==> config.mk <==
export PLATFORM = sky130hd
export DESIGN_NAME = seq_slice_adder_ctrl
export DESIGN_NICKNAME = d
export VERILOG_FILES = /design/src/rtl/seq_slice_adder_ctrl.sv
export SDC_FILE = /design/constraint.sdc
export NUM_CORES = 1
export LEC_CHECK = 0
export ABC_AREA = 1
export ABC_CLOCK_PERIOD_IN_PS = 5200
export CAP_MARGIN = 20
export CORE_UTILIZATION = 30
export CTS_CLUSTER_SIZE = 25
export DETAILED_ROUTE_END_ITERATION = 7
export GPL_TIMING_DRIVEN = 0
export HOLD_SLACK_MARGIN = 0.12
export PLACE_DENSITY = 0.62
export SYNTH_ARGS = -nofsm -noshare
export SYNTH_HDL_FRONTEND = slang
export SYNTH_SLANG_ARGS = --single-unit
export TNS_END_PERCENT = 1
==> constraint.sdc <==
create_clock -name clk -period 5.2 [get_ports clk]
set_input_delay 1.04 -clock clk [delete_from_list [all_inputs] [get_ports clk]]
set_output_delay 1.04 -clock clk [all_outputs]
set_load 0.005 [all_outputs]
==> src/rtl/seq_slice_adder_ctrl.sv <==
// seq_slice_adder_ctrl
//   This block adds two DATA_WIDTH-bit unsigned operands over several cycles.
//   It uses one BLOCK_SIZE-wide ripple slice and reuses it once per cycle,
//   working from the LSB slice up to the MSB slice. The carry is registered
//   between slices. It gives the same A/B/Cin -> S/Cout result as a
//   single-cycle adder, with less logic and more latency.
//
// Ports
//   clk        in   1           rising-edge clock
//   rst_n      in   1           synchronous, active-low reset
//   in_valid   in   1           A/B/Cin valid
//   in_ready   out  1           block can accept operands (state IDLE)
//   A, B       in   DATA_WIDTH  operands
//   Cin        in   1           carry into bit 0
//   out_valid  out  1           S/Cout hold a completed result
//   out_ready  in   1           consumer takes the result
//   S          out  DATA_WIDTH  sum (modulo 2^DATA_WIDTH)
//   Cout       out  1           carry out of bit DATA_WIDTH-1
//   busy       out  1           operation in progress (state RUN)
//
// Handshake rules (both ports)
//   A transfer happens at a rising edge where valid and ready are both 1 and
//   rst_n is 1. in_ready depends only on the state. out_valid is held, and so
//   are S/Cout, until a transfer happens.
//
// The FSM state can be decoded from in_ready (IDLE), busy (RUN) and
// out_valid (DONE). Exactly one of these three outputs is high at any time.

module seq_slice_adder_ctrl #(
   parameter int DATA_WIDTH = 32,
   parameter int BLOCK_SIZE = 8
) (
   input  logic                  clk,
   input  logic                  rst_n,
   input  logic                  in_valid,
   output logic                  in_ready,
   input  logic [DATA_WIDTH-1:0] A,
   input  logic [DATA_WIDTH-1:0] B,
   input  logic                  Cin,
   output logic                  out_valid,
   input  logic                  out_ready,
   output logic [DATA_WIDTH-1:0] S,
   output logic                  Cout,
   output logic                  busy
);

   localparam int CHUNKS = DATA_WIDTH / BLOCK_SIZE;
   localparam int CNT_W  = (CHUNKS > 1) ? $clog2(CHUNKS) : 1;
   localparam logic [CNT_W-1:0] LAST_K = CNT_W'(CHUNKS - 1);

   if ((DATA_WIDTH % BLOCK_SIZE) != 0 || CHUNKS < 2) begin : g_param_check
      $error("seq_slice_adder_ctrl: DATA_WIDTH must be a multiple of BLOCK_SIZE with at least 2 slices");
   end

   localparam logic [1:0] ST_IDLE = 2'd0;
   localparam logic [1:0] ST_RUN  = 2'd1;
   localparam logic [1:0] ST_DONE = 2'd2;

   logic [1:0]            state_q, state_d;
   logic [CNT_W-1:0]      k_q, k_d;
   logic                  carry_q, carry_d;
   logic [DATA_WIDTH-1:0] a_q, a_d;
   logic [DATA_WIDTH-1:0] b_q, b_d;
   logic [DATA_WIDTH-1:0] work_q, work_d;
   logic [DATA_WIDTH-1:0] s_q, s_d;
   logic                  cout_q, cout_d;
   logic                  ov_q, ov_d;

   // The operand regs shift right by one slice per cycle, so the active
   // slice is always in the low BLOCK_SIZE bits. Each new slice sum enters
   // the work reg from the top. After CHUNKS shifts, every slice has moved
   // down to its own position k*BLOCK_SIZE.
   logic [BLOCK_SIZE:0]   slice_sum;

   assign slice_sum = {1'b0, a_q[BLOCK_SIZE-1:0]}
                    + {1'b0, b_q[BLOCK_SIZE-1:0]}
                    + {{BLOCK_SIZE{1'b0}}, carry_q};

   assign in_ready  = (state_q == ST_IDLE);
   assign busy      = (state_q == ST_RUN);
   assign out_valid = ov_q;
   assign S         = s_q;
   assign Cout      = cout_q;

   always_comb begin
      state_d = state_q;
      k_d     = k_q;
      carry_d = carry_q;
      a_d     = a_q;
      b_d     = b_q;
      work_d  = work_q;
      s_d     = s_q;
      cout_d  = cout_q;
      ov_d    = ov_q;
      case (state_q)
         ST_IDLE: begin
            if (in_valid) begin
               a_d     = A;
               b_d     = B;
               carry_d = Cin;
               k_d     = '0;
               state_d = ST_RUN;
            end
         end
         ST_RUN: begin
            a_d     = a_q >> BLOCK_SIZE;
            b_d     = b_q >> BLOCK_SIZE;
            work_d  = {slice_sum[BLOCK_SIZE-1:0], work_q[DATA_WIDTH-1:BLOCK_SIZE]};
            carry_d = slice_sum[BLOCK_SIZE];
            k_d     = k_q + 1'b1;
            if (k_q == LAST_K) begin
               // Final slice: publish the merged word. Before this edge,
               // S keeps showing the previous result.
               s_d     = work_d;
               cout_d  = slice_sum[BLOCK_SIZE];
               ov_d    = 1'b1;
               k_d     = '0;
               state_d = ST_DONE;
            end
         end
         ST_DONE: begin
            if (out_ready) begin
               ov_d    = 1'b0;
               state_d = ST_IDLE;
            end
         end
         default: begin
            state_d = ST_IDLE;
            ov_d    = 1'b0;
         end
      endcase
   end

   always_ff @(posedge clk) begin
      if (!rst_n) begin
         state_q <= ST_IDLE;
         k_q     <= '0;
         carry_q <= 1'b0;
         a_q     <= '0;
         b_q     <= '0;
         work_q  <= '0;
         s_q     <= '0;
         cout_q  <= 1'b0;
         ov_q    <= 1'b0;
      end else begin
         state_q <= state_d;
         k_q     <= k_d;
         carry_q <= carry_d;
         a_q     <= a_d;
         b_q     <= b_d;
         work_q  <= work_d;
         s_q     <= s_d;
         cout_q  <= cout_d;
         ov_q    <= ov_d;
      end
   end

endmodule

== Word level (Yosys, flattened, before mapping) ==
Cells that the tools add are included.
Operators by class
  add/sub/neg operators: 3
  multiply operators: 0
  div/mod/pow operators: 0
  magnitude comparators: 0
  equal/unequal tests: 6
  shift operators: 0
  muxes and demuxes: 16
  bitwise logic cells: 1
  reduce and logical (&&, ||, !) cells: 6
Operators with widths (number)
  $pmux W32 S2: 2
  $mux W32: 2
  $mux W2: 5
  $add A8 B8 Y9: 1
  $add A9 B1 Y9: 1
  $pmux W2 S3: 1
  $reduce_and A3 Y1: 2
  $eq A2 B2 Y1 const B: 2
  $ne A2 B2 Y1 const B: 2
  $pmux W2 S2: 1
  $reduce_and A2 Y1: 2
  $mux W1: 3
  $pmux W1 S3: 1
  $add A2 B1 Y2 const B: 1
  $eq A2 B1 Y1 const B: 1
  $logic_not A2 Y1: 1
  $ne A2 B1 Y1 const B: 1
  $pmux W1 S2: 1
  $reduce_bool A2 Y1: 1
  $not A1 Y1: 1
Storage, ports and cells
  register bits after elaboration: 135
  latch bits: 0
  memory bits (writable): 0
  bits in read-only memories: 0
  output and inout port bits: 36
  word-level logic and storage cells: 41
  memories: 0

== Depth between registers and ports, before layout ==
Gate-level depths: netlist of run 1.
  word-level depth: 3
  mapped depth: 10
  mapped depth without buffers: 10

== Worst setup path after synthesis of run 1 ==
OpenSTA, ideal clock, no wires.
  path type: flip-flop to output port
  from: register state_q[0]
  to: output busy
  arrival: 0.999 ns
  setup slack: 3.161 ns
  cell stages (with the launch flop): 5
  path buffers: 2
  cell sequence: dfxtp_1 > inv_2 > nor2_8 > buf_2 > buf_2
On the way
  word-level cells in the longest chain between the ends: 1
RTL lines
  from (decl): RTL line 59  | logic [1:0] state_q, state_d;
  from (signal assigned): RTL line 146  | state_q <= state_d;
  $eq A2 B1 Y1: RTL line 80  | assign busy = (state_q == ST_RUN);
  to (decl): RTL line 44  | output logic busy
No other way between the ends.

== Worst setup path after layout of run 1 ==
Same ends and word-level chain as after synthesis.

==> results.tsv, run 1 <==
stage	metric	value	unit
outcome	outcome	complete, no violations	
timing	worstMarginPinSlew	0.5356	ns
timing	relSlewSlack	0.6429	
cts	cts_buffers	17	
power	ir_drop	242.4	µV
cts	cts_resized	0	
place	hpwl	10.96	mm
global_route	track_usage	0.1755	
timing	fin_setup_tns	0	ns
worst_setup_path	worst-path-stages	5	
cts	cts_max_level	4	
synth	synthFlopType	dfxtp_1	
worst_hold_path	min_path_type	register to register	
timing	slew_violations	0	
worst_setup_path	arrival	2.19	ns
floorplanning	die-area	17390	µm²
cts	cts.sinks	127	
worst_setup_path	cpMostUsedCell	buf_2	
timing	holdWs	0.4595	ns
job	max-cap-violations	0	
final_layout	fin_nets	837	
global_route	gr-total-overflow	0	
synth	seq_area_frac_synth	0.5025	
routing	first_pass_iters	5	
final_layout	final_core_util	0.4205	
floorplanning	rows	47	
synth	netlist.area_leader.share	0.5025	
timing	hold_viol	0	
synth	synth.area.top_cells	dfxtp_1 (50%), a21oi_1 (9.9%), nand2_1 (7.6%), o22ai_1 (5.9%), o21ai_0 (4.4%)	
timing	layout_setup_ws	1.967	ns
worst_setup_path	path_delay_family	buffers and inverters	
final_layout	final_area	6948	µm²
worst_setup_path	slowest_delay	0.55	ns
place	dpl_cell_area	6366	µm²
final_layout	drive_gt1_frac	0.07782	
final_layout	seq_area	2542	µm²
cts	post_cts_buffers	0	
cts	tritoncts	yes	
synth	synth_edf_count	0	
worst_setup_path	slowest_stage	clkdlybuf4s50_1	
synth	synth.avg_cell_area	7.956	µm²
final_layout	area_growth	37.31	%
cts	ctsLongestPathBuffers	2	
cts	path_clk_slew	0.06	ns
worst_setup_path	crit_fanout	10	
global_route	grt_max_degree	17	
timing	min_period_over_period	0.6217	
routing	dr.first_iter.drc_count	310	
routing	drc	0	
floorplanning	coreArea	16520	µm²
final_layout	n_fill_cell	1711	
timing	rsz0062_at_grt	false	
final_layout	diodes	0	
synth	synthesis.nets	715	
global_route	grt_pass1_vias	4462	
routing	wl	14.81	mm
final_layout	fin_cells	991	
power	power_density	374.2	nW/µm²
final_layout	multi_input_area	2187	µm²
timing	setup_violations	0	
cts	clock_latency	0.42	ns
worst_setup_path	critical_path_buf_inv_count	4	
synth	yosysMostFrequentCell	dfxtp_1	
cts	cts-root-buf	clkbuf_16	
place	globalplace.congestion	0.8208	
place	dp_cells	959	
global_route	antenna_found_initial	0	
place	place_ws	2.328	ns
synth	synth_area_leader_cell	dfxtp_1	
synth	ys_ff_latch	127	
worst_setup_path	critPathRequiredTime	4.16	ns
place	port_buffers	103	
cts	ctsHoldBuffers	0	
floorplanning	start_util	0.3062	
synth	async_flop_share	0	
global_route	grt_first_pass_wirelength	23.41	mm
floorplanning	dieWidth	131.9	µm
power	totalPowerFinal	2.600	mW
routing	dr_total_vias	4771	
worst_hold_path	hold_depth	2	
floorplanning	die_y	131.9	µm
timing	skew	0.007591	ns
worst_setup_path	reg2regPathDepth	9	
synth	yosysWarnings	0	
timing	max_freq	309.3	MHz
worst_setup_path	worstSetupPathType	register to output port	
worst_setup_path	cp-end-kind	output port	
synth	ys_types	31	
timing	finalCriticalPeriod	3.233	ns
synth	synth_area	5060	µm²
synth	synthesis.instances	636	
worst_setup_path	path_cells	inv_2, nor2_8, buf_2, buf_2, clkdlybuf4s50_1	
power	leakage	2.680	nW
worst_setup_path	setup.worst_path.start_class	register	
routing	viasPerCell	4.814	
routing	ant_nets	0	
floorplanning	num_io_pins	105	
routing	wl_per_cell	14.94	µm
synth	synth_commonest_cells	dfxtp_1 (127), nand2_1 (102), a21oi_1 (100)	
tightest hold or removal path: stages, from the launching register on:
cell	delay, ns
dfxtp_1	0.31
nand2_1	0.06
a21oi_1	0.05
cell families (layout without fill, tap and decap cells):
group	after synthesis	after routing	share of synthesized area
and+or+nand+nor	190	190	0.1573
adders and majority gates	10	10	0.02770
xor gates and xnor gates	3	3	0.005194
AOI/OAI and AO/OA	228	228	0.2421
buffers and inverters	78	213	0.06528
DFF	127	127	0.5025
power by group:
group	switching (mW)	internal (mW)
combinational	0.204	0.152
sequential	0.0465	1.05
clock	0.431	0.720
cells in the final DEF (no fill, tap or decap), types with 26 or more instances in the layout:
cell type,Yosys,routed
a21oi_1,100,100
clkbuf_1,24,26
clkdlybuf4s50_1,0,103
dfxtp_1,127,127
nand2_1,102,102
nand3_1,29,29
nor2_1,50,50
o21ai_0,44,44
o21ai_1,27,27
o22ai_1,48,48
area by class of cell:
type | count | share of cell area
sequential | 127 | 0.3659
timing repair buffer | 103 | 0.1484
buffer | 49 | 0.03187
inverter | 29 | 0.01567
clock inverter | 8 | 0.01153
multi-input combinational | 431 | 0.3148
tap | 220 | 0.03962
clock buffer | 24 | 0.07221
worst paths after layout:
| kind | from | slack [ns] | to |
|---|---|---|---|
| hold reg to reg | work_q[11]$_SDFFE_PN0P_ | 0.46 | S[3]$_SDFFE_PN0P_ |
| hold / removal | work_q[11]$_SDFFE_PN0P_ | 0.46 | S[3]$_SDFFE_PN0P_ |
| setup reg to reg | carry_q$_SDFFE_PN0P_ | 3.13 | S[28]$_SDFFE_PN0P_ |
| setup / recovery | state_q[0]$_SDFFE_PN0P_ | 1.97 | busy |
layer usage:
metal | vias up | share of wire | GRT usage
li1 | 2433 | - | -
met2 | 116 | 0.47 | 0.2825
met3 | 18 | 0.047 | 0.03845
met5 | - | 0 | 0
met1 | 2204 | 0.47 | 0.2306
met4 | 0 | 0.013 | 0.06331
registers in the layout, summed over array words and instances, names as in the netlist:
register and cells:
carry_q 1, k_q 2, out_valid 1, state_q 2, S 32, Cout 1
work_q 24, a_q 32, b_q 32
Note: power is estimated with default switching activity, not from simulation.
==> run 2, diff against run 1 <==
--- a/config.mk
+++ b/config.mk
@@ -6,7 +6,7 @@
 export NUM_CORES = 1
 export LEC_CHECK = 0
 export ABC_AREA = 1
-export ABC_CLOCK_PERIOD_IN_PS = 5200
+export ABC_CLOCK_PERIOD_IN_PS = 3100
 export CAP_MARGIN = 20
 export CORE_UTILIZATION = 30
 export CTS_CLUSTER_SIZE = 25
==> constraint.sdc (replaced) <==
create_clock -name clk -period 3.1 [get_ports clk]
set_input_delay 0.62 -clock clk [delete_from_list [all_inputs] [get_ports clk]]
set_output_delay 0.62 -clock clk [all_outputs]
set_load 0.005 [all_outputs]
==> results of run 2 <==
Same layout as run 1 (identical final DEF). Status: complete, no violations.
Among the figures that moved: setup slack after placement 2.328 ns -> 0.6483 ns; setup slack after layout 1.967 ns -> 0.2873 ns; register-to-register setup slack 3.13 ns -> 1.03 ns; total power 2.600 mW -> 4.361 mW; worst IR drop on VDD 242.4 µV -> 406.6 µV
